## src/rtl/read_reorder_buffer.sv

```systemverilog
// Reorder buffer between the decoder's tagged read port and memory: allocates a slot per
// request, accepts responses in any order and pushes them back strictly in request order.
module read_reorder_buffer #(
  parameter int ADDR_WIDTH = 48,
  parameter int DATA_WIDTH = 64,
  parameter int TAG_COUNT  = 4,
  parameter int TAG_WIDTH  = $clog2(TAG_COUNT),
  parameter int DEPTH      = 16,
  parameter int ID_WIDTH   = $clog2(DEPTH)
) (
  input  logic                  clk,
  input  logic                  rst,
  input  logic                  req,
  input  logic [TAG_WIDTH-1:0]  req_tag,
  input  logic [ADDR_WIDTH-1:0] req_addr,
  output logic                  req_stall,
  output logic                  mem_req,
  output logic [ADDR_WIDTH-1:0] mem_req_addr,
  output logic [ID_WIDTH-1:0]   mem_req_id,
  input  logic                  mem_req_stall,
  input  logic                  mem_rsp,
  input  logic [ID_WIDTH-1:0]   mem_rsp_id,
  input  logic [DATA_WIDTH-1:0] mem_rsp_data,
  output logic                  push,
  output logic [TAG_WIDTH-1:0]  push_tag,
  output logic [DATA_WIDTH-1:0] data,
  output logic [ID_WIDTH:0]     outstanding,
  output logic                  err
);

  localparam logic [ID_WIDTH:0] FullCount = DEPTH[ID_WIDTH:0];

  logic [ID_WIDTH-1:0]   head_q, head_d, tail_q, tail_d;
  logic [ID_WIDTH:0]     count_q, count_d;
  logic [DEPTH-1:0]      valid_q, valid_d, alloc_q, alloc_d;
  logic [TAG_WIDTH-1:0]  tag_q [DEPTH];
  logic [DATA_WIDTH-1:0] ram_q [DEPTH];
  logic                  push_q, err_q;
  logic [TAG_WIDTH-1:0]  pushTag_q;
  logic [DATA_WIDTH-1:0] data_q;

  logic accept, rspOk, rspBad, bypass, retire;
  logic [DATA_WIDTH-1:0] retireData;

  // Stall depends only on registered occupancy and memory stall, never on req.
  assign req_stall    = mem_req_stall || (count_q == FullCount);
  assign mem_req      = req && !req_stall;
  assign mem_req_id   = tail_q;
  assign mem_req_addr = req_addr;
  assign accept       = mem_req;

  // A response for the current head slot is retired immediately instead of stored.
  assign rspOk      = mem_rsp && alloc_q[mem_rsp_id] && !valid_q[mem_rsp_id];
  assign rspBad     = mem_rsp && !rspOk;
  assign bypass     = rspOk && (mem_rsp_id == head_q);
  assign retire     = valid_q[head_q] || bypass;
  assign retireData = valid_q[head_q] ? ram_q[head_q] : mem_rsp_data;

  always_comb begin
    valid_d = valid_q;
    alloc_d = alloc_q;
    count_d = count_q;
    head_d  = head_q;
    tail_d  = tail_q;
    if (rspOk && !bypass) valid_d[mem_rsp_id] = 1'b1;
    if (retire) begin
      valid_d[head_q] = 1'b0;
      alloc_d[head_q] = 1'b0;
      head_d          = head_q + 1'b1;
    end
    if (accept) begin
      alloc_d[tail_q] = 1'b1;
      valid_d[tail_q] = 1'b0;
      tail_d          = tail_q + 1'b1;
    end
    if (accept && !retire)      count_d = count_q + 1'b1;
    else if (!accept && retire) count_d = count_q - 1'b1;
  end

  always_ff @(posedge clk) begin
    if (rst) begin
      head_q    <= '0;
      tail_q    <= '0;
      count_q   <= '0;
      valid_q   <= '0;
      alloc_q   <= '0;
      push_q    <= 1'b0;
      pushTag_q <= '0;
      data_q    <= '0;
      err_q     <= 1'b0;
    end else begin
      head_q  <= head_d;
      tail_q  <= tail_d;
      count_q <= count_d;
      valid_q <= valid_d;
      alloc_q <= alloc_d;
      push_q  <= retire;
      if (retire) begin
        pushTag_q <= tag_q[head_q];
        data_q    <= retireData;
      end
      if (rspBad) err_q <= 1'b1;
    end
  end

  // Slot payload storage; occupancy bits alone decide whether an entry is meaningful.
  always_ff @(posedge clk) begin
    if (!rst && accept) tag_q[tail_q] <= req_tag;
    if (!rst && rspOk && !bypass) ram_q[mem_rsp_id] <= mem_rsp_data;
  end

  assign push        = push_q;
  assign push_tag    = pushTag_q;
  assign data        = data_q;
  assign outstanding = count_q;
  assign err         = err_q;

endmodule

```

## config.mk

```make
export PLATFORM = sky130hd
export DESIGN_NAME = read_reorder_buffer
export DESIGN_NICKNAME = d
export VERILOG_FILES = /design/src/rtl/read_reorder_buffer.sv
export SDC_FILE = /design/constraint.sdc
export NUM_CORES = 1
export LEC_CHECK = 0
export BUFFER_PORTS_ARGS = -buffer_cell sky130_fd_sc_hd__buf_2
export CAP_MARGIN = 20
export CORE_MARGIN = 2
export CORE_UTILIZATION = 61
export DETAILED_ROUTE_END_ITERATION = 10
export HOLD_SLACK_MARGIN = 0.08
export PLACE_DENSITY_LB_ADDON = 0.12
export SYNTH_ARGS = -nofsm -noshare
export SYNTH_HDL_FRONTEND = slang
export SYNTH_SLANG_ARGS = --single-unit
```

## constraint.sdc

```tcl
create_clock -name clk -period 7.2 [get_ports clk]
set_input_delay 1.44 -clock clk [delete_from_list [all_inputs] [get_ports clk]]
set_output_delay 1.44 -clock clk [all_outputs]
set_load 0.05 [all_outputs]
```

Word level (Yosys, flattened, before mapping)

Memory sizes are Yosys's and may differ from the RTL's. A register that Yosys moved wholly into a read port is not among the register bits.
Cells that the tools add are included.

Register bits: 111
Bits of input ports: 123
Memories kept: 2
Logic and storage cells: 79
Bits in writable memories: 1,056

Memories:

| name  | depth | width | rd ports | clocked after memory_dff | write ports | RTL line | RTL |
|---|---|---|---|---|---|---|---|
| ram_q | 16    | 64    | 1        | 1                        | 1           | 37       | `logic [DATA_WIDTH-1:0] ram_q [DEPTH];` |
| tag_q | 16    | 2     | 1        | 1                        | 1           | 36       | `logic [TAG_WIDTH-1:0] tag_q [DEPTH];` |

Muxes and demuxes: 26
Add/sub/neg operators: 4
Magnitude comparators: 6
Eq/ne operators: 2
Reductions and logical operators: 24
Bitwise operators: 7

Operators with widths:

| operator              | number |
|---|---|
| $mux W16              | 5 |
| $mux W64              | 1 |
| $and A16 B16 Y16      | 3 |
| $not A16 Y16          | 2 |
| $or A16 B16 Y16       | 2 |
| $lt A4 B5 Y1 const B  | 3 |
| $logic_and A1 B1 Y1   | 14 |
| $bmux W1 S4           | 3 |
| $demux W1 S4          | 3 |
| $ge A4 B1 Y1 const B  | 3 |
| $mux W1               | 10 |
| $mux W5               | 2 |
| $add A4 B1 Y4 const B | 2 |
| $mux W4               | 2 |
| $logic_not A1 Y1      | 7 |
| $add A5 B1 Y5 const B | 1 |
| $eq A5 B5 Y1 const B  | 1 |
| $sub A5 B1 Y5 const B | 1 |
| $eq A4 B4 Y1          | 1 |
| $logic_or A1 B1 Y1    | 2 |
| $reduce_bool A2 Y1    | 1 |

Longest topological paths before layout

Depth after elaboration: 12
Gate-level depth with buffers: 17

Worst setup path before layout

Ideal clock, no wire load.

Path kind: input -> register
Start: input mem_rsp_id[1]
End: memory ram_q[10][0], enable pin
Path slack: 0.931 ns
Data required time: 6.714 ns
Path buffers: 3
Library setup time: 0.486 ns
Stages: 9
Arrival: 5.783 ns
Cell sequence: buf_2 buf_4 mux2_2 a21boi_0 and4_1 and2_1 buf_2 nand4b_1 nor2_1

Cells in the longest elaborated chain, start to end: 9
Elaborated cells on any way between the ends: 14
Those cells by class: eq/ne (1); mux (6); reduce/logical (7)

RTL lines:

| element                                                 | RTL line | RTL |
|---|---|---|
| start: declaration                                      | 22       | `input logic [ID_WIDTH-1:0] mem_rsp_id,` |
| $bmux W1 S4                                             | 53       | `assign rspOk = mem_rsp && alloc_q[mem_rsp_id] && !valid_q[mem_rsp_id];` |
| $mux W1 (implied by the code)                           | 53       |  |
| $logic_and A1 B1 Y1 or $logic_not A1 Y1 (tied branches) | 53       |  |
| $logic_and A1 B1 Y1                                     | 53       |  |
| $logic_and A1 B1 Y1                                     | 55       | `assign bypass = rspOk && (mem_rsp_id == head_q);` |
| $logic_not A1 Y1                                        | 109      | `if (!rst && rspOk && !bypass) ram_q[mem_rsp_id] <= mem_rsp_data;` |
| $logic_and A1 B1 Y1                                     | 109      |  |
| $mux W1                                                 | 109      |  |
| $mux W1 (implied by the code)                           | 109      |  |
| end: declaration                                        | 37       |  |

Parallel ways exist; a longest one is shown, timed or not. The select of a mux whose other input is x is not followed.

Worst setup path in the final report

Start: input mem_rsp_id[1]
End: memory ram_q[10][42], enable pin

Same word-level chain as after synthesis.

==> results <==
- The flow ran to the end, and the final reports show no timing, DRC or antenna violations.
- The TritonCTS clock tree is done.
- The congestion estimate from routability-driven global placement came to 0.814.
- The DRC marker count from the first detailed-route iteration is about 2400.
- The level count of the clock H-tree is 3.
- The number of hold buffers added after CTS is 0.
- The die is approximately 280 um tall.
- The minimum period implied by the final worst setup slack is 5.12 ns.
- The critical path capture point type is a flop.
- The layout overhead on the synthesized area is 11.3%.
- In this run the clock root is driven by a sky130_fd_sc_hd__clkbuf_16.
- In this design, the stage delay of the slowest critical-path cell is around 0.78 ns.
- Of all nets on the critical path, the largest fanout is 47.
- In this run the static leakage power is ~16 nW.
- For the final routed database, the setup TNS stands at 0 ns.
- After layout, the worst setup slack is approximately 2.1 ns.
- In the routed layout, each cell is associated on average with a via count of between 6 and 7.
- The buffer levels on the longest clock path is 3.
- The worst clock skew is roughly 0.018 ns.
- Of the post-synthesis cell area, the dominant cell type holds 0.683.
- The HPWL after detailed placement is 58300 um.
- The total power density per cell area is 261 nW/um2.
- The number of synthesis warnings is 0.
- Across the VDD grid, the largest voltage drop is between 0.0002 and 0.00025 V.
- Setup violations remaining at the end of the flow were counted as 0.
- Once layout is complete, the utilization of the core stands at 0.684.
- The area of the core region is between 70000 and 80000 um2.
- The die boundary width is between 200 and 300 um.
- After synthesis, the share of flip-flops with an asynchronous set or reset is 0.
- The number of global-route vias before repair was 25000.
- The class of the worst hold path is reg -> reg.
- The full die area is roughly 80000 um2.
- In this run the most critical hold path is launched from err.
- The worst endpoint required time is approximately 7.5 ns.
- The area taken by multi-input logic gates is 11300 um2.
- Synthesis handed over a netlist of between 2000 and 3000 instances.
- The final-layout fill cell count is 4841.
- Timing analysis after detailed placement gives a worst setup slack of between 1 and 1.5 ns.
- The total overflow left after global routing is 0.
- A synthesized cell averages around 18 um2.
- The beginning of the worst register-to-register path is head_q[1].
- After clock tree synthesis, the repair step resized 0 gates.
- The maximum frequency from static timing analysis is about 200 MHz.
- The post-synth net total is approximately 2700.
- The post-synthesis instance area is about 46000 um2.
- The top cell types in the final layout, fill and taps aside, are sky130_fd_sc_hd__edfxtp_1, sky130_fd_sc_hd__mux2i_1, sky130_fd_sc_hd__buf_2.
- The final cycle utilization of the critical path is 0.711.
- The first-pass GRT wire length is roughly 150000 um.
- The worst flop-to-flop path endpoint is outstanding[4].
- For this run, the total global-route usage over all layers was measured as 0.265.
- The final instance count without filler cells is about 3700.
- The number of setup buffers added after CTS is 0.
- 0 antenna diodes ended up in the layout.
- The final count of pins violating max slew is 0.
- The internal reg-to-reg setup slack is between 2 and 2.5 ns.
- Measured against the total synthesized area, the mux share comes to 0.142.
- For the pin with the worst max-slew slack, the measured transition is 1.15 ns.
- Of the total synthesized cell area, the portion taken by AND, OR, NAND and NOR gates is 0.0227.
- For this run, the detailed router's first-pass iteration total came to 6.
- For this run, the leading register cell type out of synthesis is sky130_fd_sc_hd__edfxtp_1.
- The maximum number of pins on one net before global-route repair is 140.
- The cell total after placement is 3532.
- Of the total synthesized cell area, the portion taken by full adders, half adders and majority gates is 0.00394.
- Clock tree synthesis found a total of approximately 1200 sinks.
- In this run the tool buffered the top-level ports with 153 buffer cells.
- Across the run, the number of max-cap violations was 0.
- The share of the synthesized area in compound gates (AO/OA/AOI/OAI) is 0.0681.
- The most common cell after layout, fill and taps aside is sky130_fd_sc_hd__edfxtp_1.
- Counting distinct cell types in the post-synthesis netlist gives 50.
- The number of flip-flops and latches in the synthesized netlist is about 1200.
- Counting flops with a built-in enable in the synthesized netlist gives about 1100.
- The clock-pin slew on the worst setup and hold paths is roughly 0.060 ns.
- Across the whole layout, storage elements account for between 30000 and 40000 um2.
- The worst hold path was traced through 2 stages.
- After detailed routing, the number of remaining DRC violations is 0.
- After synthesis, the cell types taking the most area are sky130_fd_sc_hd__edfxtp_1, sky130_fd_sc_hd__mux4_2, sky130_fd_sc_hd__mux2i_1, sky130_fd_sc_hd__dfxtp_1, sky130_fd_sc_hd__a221oi_1.
- The fraction of final layout cells with drive strength greater than 1 is 0.199.
- The slowest stage of the critical path belongs to the cell sky130_fd_sc_hd__nor2_4.
- The initial antenna violation count is 1.
- The detailed router placed between 20000 and 25000 vias in this run.
- The number of primary I/O pins is 250.
- The length in cells of the worst reg-to-reg path is 14.
- After synthesis, the largest family of logic cells by area is multiplexers.
- The CTS buffer count is between 100 and 150.
- The number of routed nets with antenna violations is 0.
- The tightest slew margin relative to the limit is 0.232.
- The critical path class is in -> reg.
- The xor and xnor area share after synthesis is 0.00226.
- The detailed-route wire length per cell is ~27 um.
- The net count reported at finish is between 2000 and 3000.
- The cell taking the most area after synthesis is sky130_fd_sc_hd__edfxtp_1.
- The share of the yosys chip area belonging to registers is 0.734.
- Setup repair after global routing left no endpoint under its margin.
- The insertion delay to the later sink of the worst-skew pair is between 0.6 and 0.7 ns.
- The arrival time of the worst setup path is between 5 and 6 ns.
- The final hold violation count is 0.
- The critical path goes through buf_2 > mux4_2 > a22oi_1 > and4_1 > and2_1 > nand4b_1 > nor2_4 > buf_12.
- The critical path launch point type is an input port.
- The row count is between 100 and 150.
- The effective utilization at floorplan is 0.614.
- The worst hold path endpoint is err.
- The sum of routed wire length over all layers is slightly above 100000 um.
## worst max-delay path by stage
stage / startpoint / to / cells past startpoint
after global placement: mem_rsp_id[1] / ram_q[10][42] / 8
after detailed placement: mem_rsp_id[1] / ram_q[10][16] / 8
after CTS: mem_rsp_id[1] / ram_q[10][19] / 8
after global routing: head_q[1] / outstanding[4] / 14
final: mem_rsp_id[1] / ram_q[10][42] / 8
after floorplan: mem_rsp_id[1] / ram_q[10][0] / 9
## cell type report
| type | count | area share |
|---|---|---|
| sequential | 1173 | 0.659 |
| clock buffer | 147 | 0.0606 |
| inverter | 31 | 0.00225 |
| multi-input combinational | 1154 | 0.218 |
| tap | 978 | 0.0237 |
| clock inverter | 67 | 0.0115 |
| timing repair buffer | 196 | 0.0245 |
## cell families after synthesis
logic type / Yosys count
DFF: 1173
muxes: 475
AOI/OAI and AO/OA: 440
buffers and inverters: 245
and+or+nand+nor: 213
adders and majority gates: 14
xor gates and xnor gates: 12
## flip-flops by register name (all words and copies together), names as in the netlist, named ones only
name and cells:
tag_q 32, err 1, valid_q 16, mem_req_id 4
push_tag 2, ram_q 1024, data 64, alloc_q 16
head_q 4, outstanding 5, push 1
## layer usage
metal  GRT usage  up-vias  wire length, um
met5           0        -                0
met4      0.0736        0             2410
met3      0.0443      167             6460
met2       0.437      928            50900
met1       0.371    12600            42800
li1            -    10600                -
## cell usage after synthesis (5+ instances only)
| library cell | n |
|---|---|
| sky130_fd_sc_hd__inv_1 | 30 |
| sky130_fd_sc_hd__nand4_1 | 5 |
| sky130_fd_sc_hd__mux4_2 | 148 |
| sky130_fd_sc_hd__a221o_1 | 21 |
| sky130_fd_sc_hd__a21boi_0 | 44 |
| sky130_fd_sc_hd__nor2b_1 | 9 |
| sky130_fd_sc_hd__and2_1 | 6 |
| sky130_fd_sc_hd__buf_6 | 11 |
| sky130_fd_sc_hd__nor4_1 | 5 |
| sky130_fd_sc_hd__xnor2_1 | 9 |
| sky130_fd_sc_hd__a31oi_1 | 45 |
| sky130_fd_sc_hd__a22oi_1 | 46 |
| sky130_fd_sc_hd__o21ai_0 | 83 |
| sky130_fd_sc_hd__clkbuf_1 | 102 |
| sky130_fd_sc_hd__nor3b_1 | 23 |
| sky130_fd_sc_hd__a211oi_1 | 21 |
| sky130_fd_sc_hd__dfxtp_1 | 117 |
| sky130_fd_sc_hd__ha_1 | 13 |
| sky130_fd_sc_hd__edfxtp_1 | 1056 |
| sky130_fd_sc_hd__nor2_1 | 92 |
| sky130_fd_sc_hd__buf_2 | 40 |
| sky130_fd_sc_hd__nand2b_1 | 5 |
| sky130_fd_sc_hd__a21oi_1 | 47 |
| sky130_fd_sc_hd__a41oi_1 | 13 |
| sky130_fd_sc_hd__buf_4 | 51 |
| sky130_fd_sc_hd__mux2i_1 | 323 |
| sky130_fd_sc_hd__or3_1 | 5 |
| sky130_fd_sc_hd__nand2_1 | 43 |
| sky130_fd_sc_hd__a221oi_1 | 108 |
| sky130_fd_sc_hd__buf_1 | 10 |
## where the power goes
group | switching, mW | internal [mW] | leakage (nW)
combinational | 0.184 | 0.0524 | 4.08
sequential | 0.00679 | 7.41 | 10.4
clock | 2.45 | 3.39 | 1.84
## metrics by stage
step | hold slack (ns) | instance area, um2 | power (mW)
floorplan | 0.447 | 46400 | 7.73
global placement | 0.433 | 47900 | 7.79
detailed placement | 0.439 | 47900 | 7.80
CTS | 0.448 | 51700 | 13.6
global route | 0.488 | 51700 | 13.9
finish | 0.443 | 51700 | 13.5
## worst max-delay path, delay by kind of cell
family	cells	cell delay, ns
buffers and inverters	2	0.86
and+or+nand+nor	4	2.31
muxes	1	0.57
AOI/OAI and AO/OA	1	0.20
(Power assumes the default switching activity.)
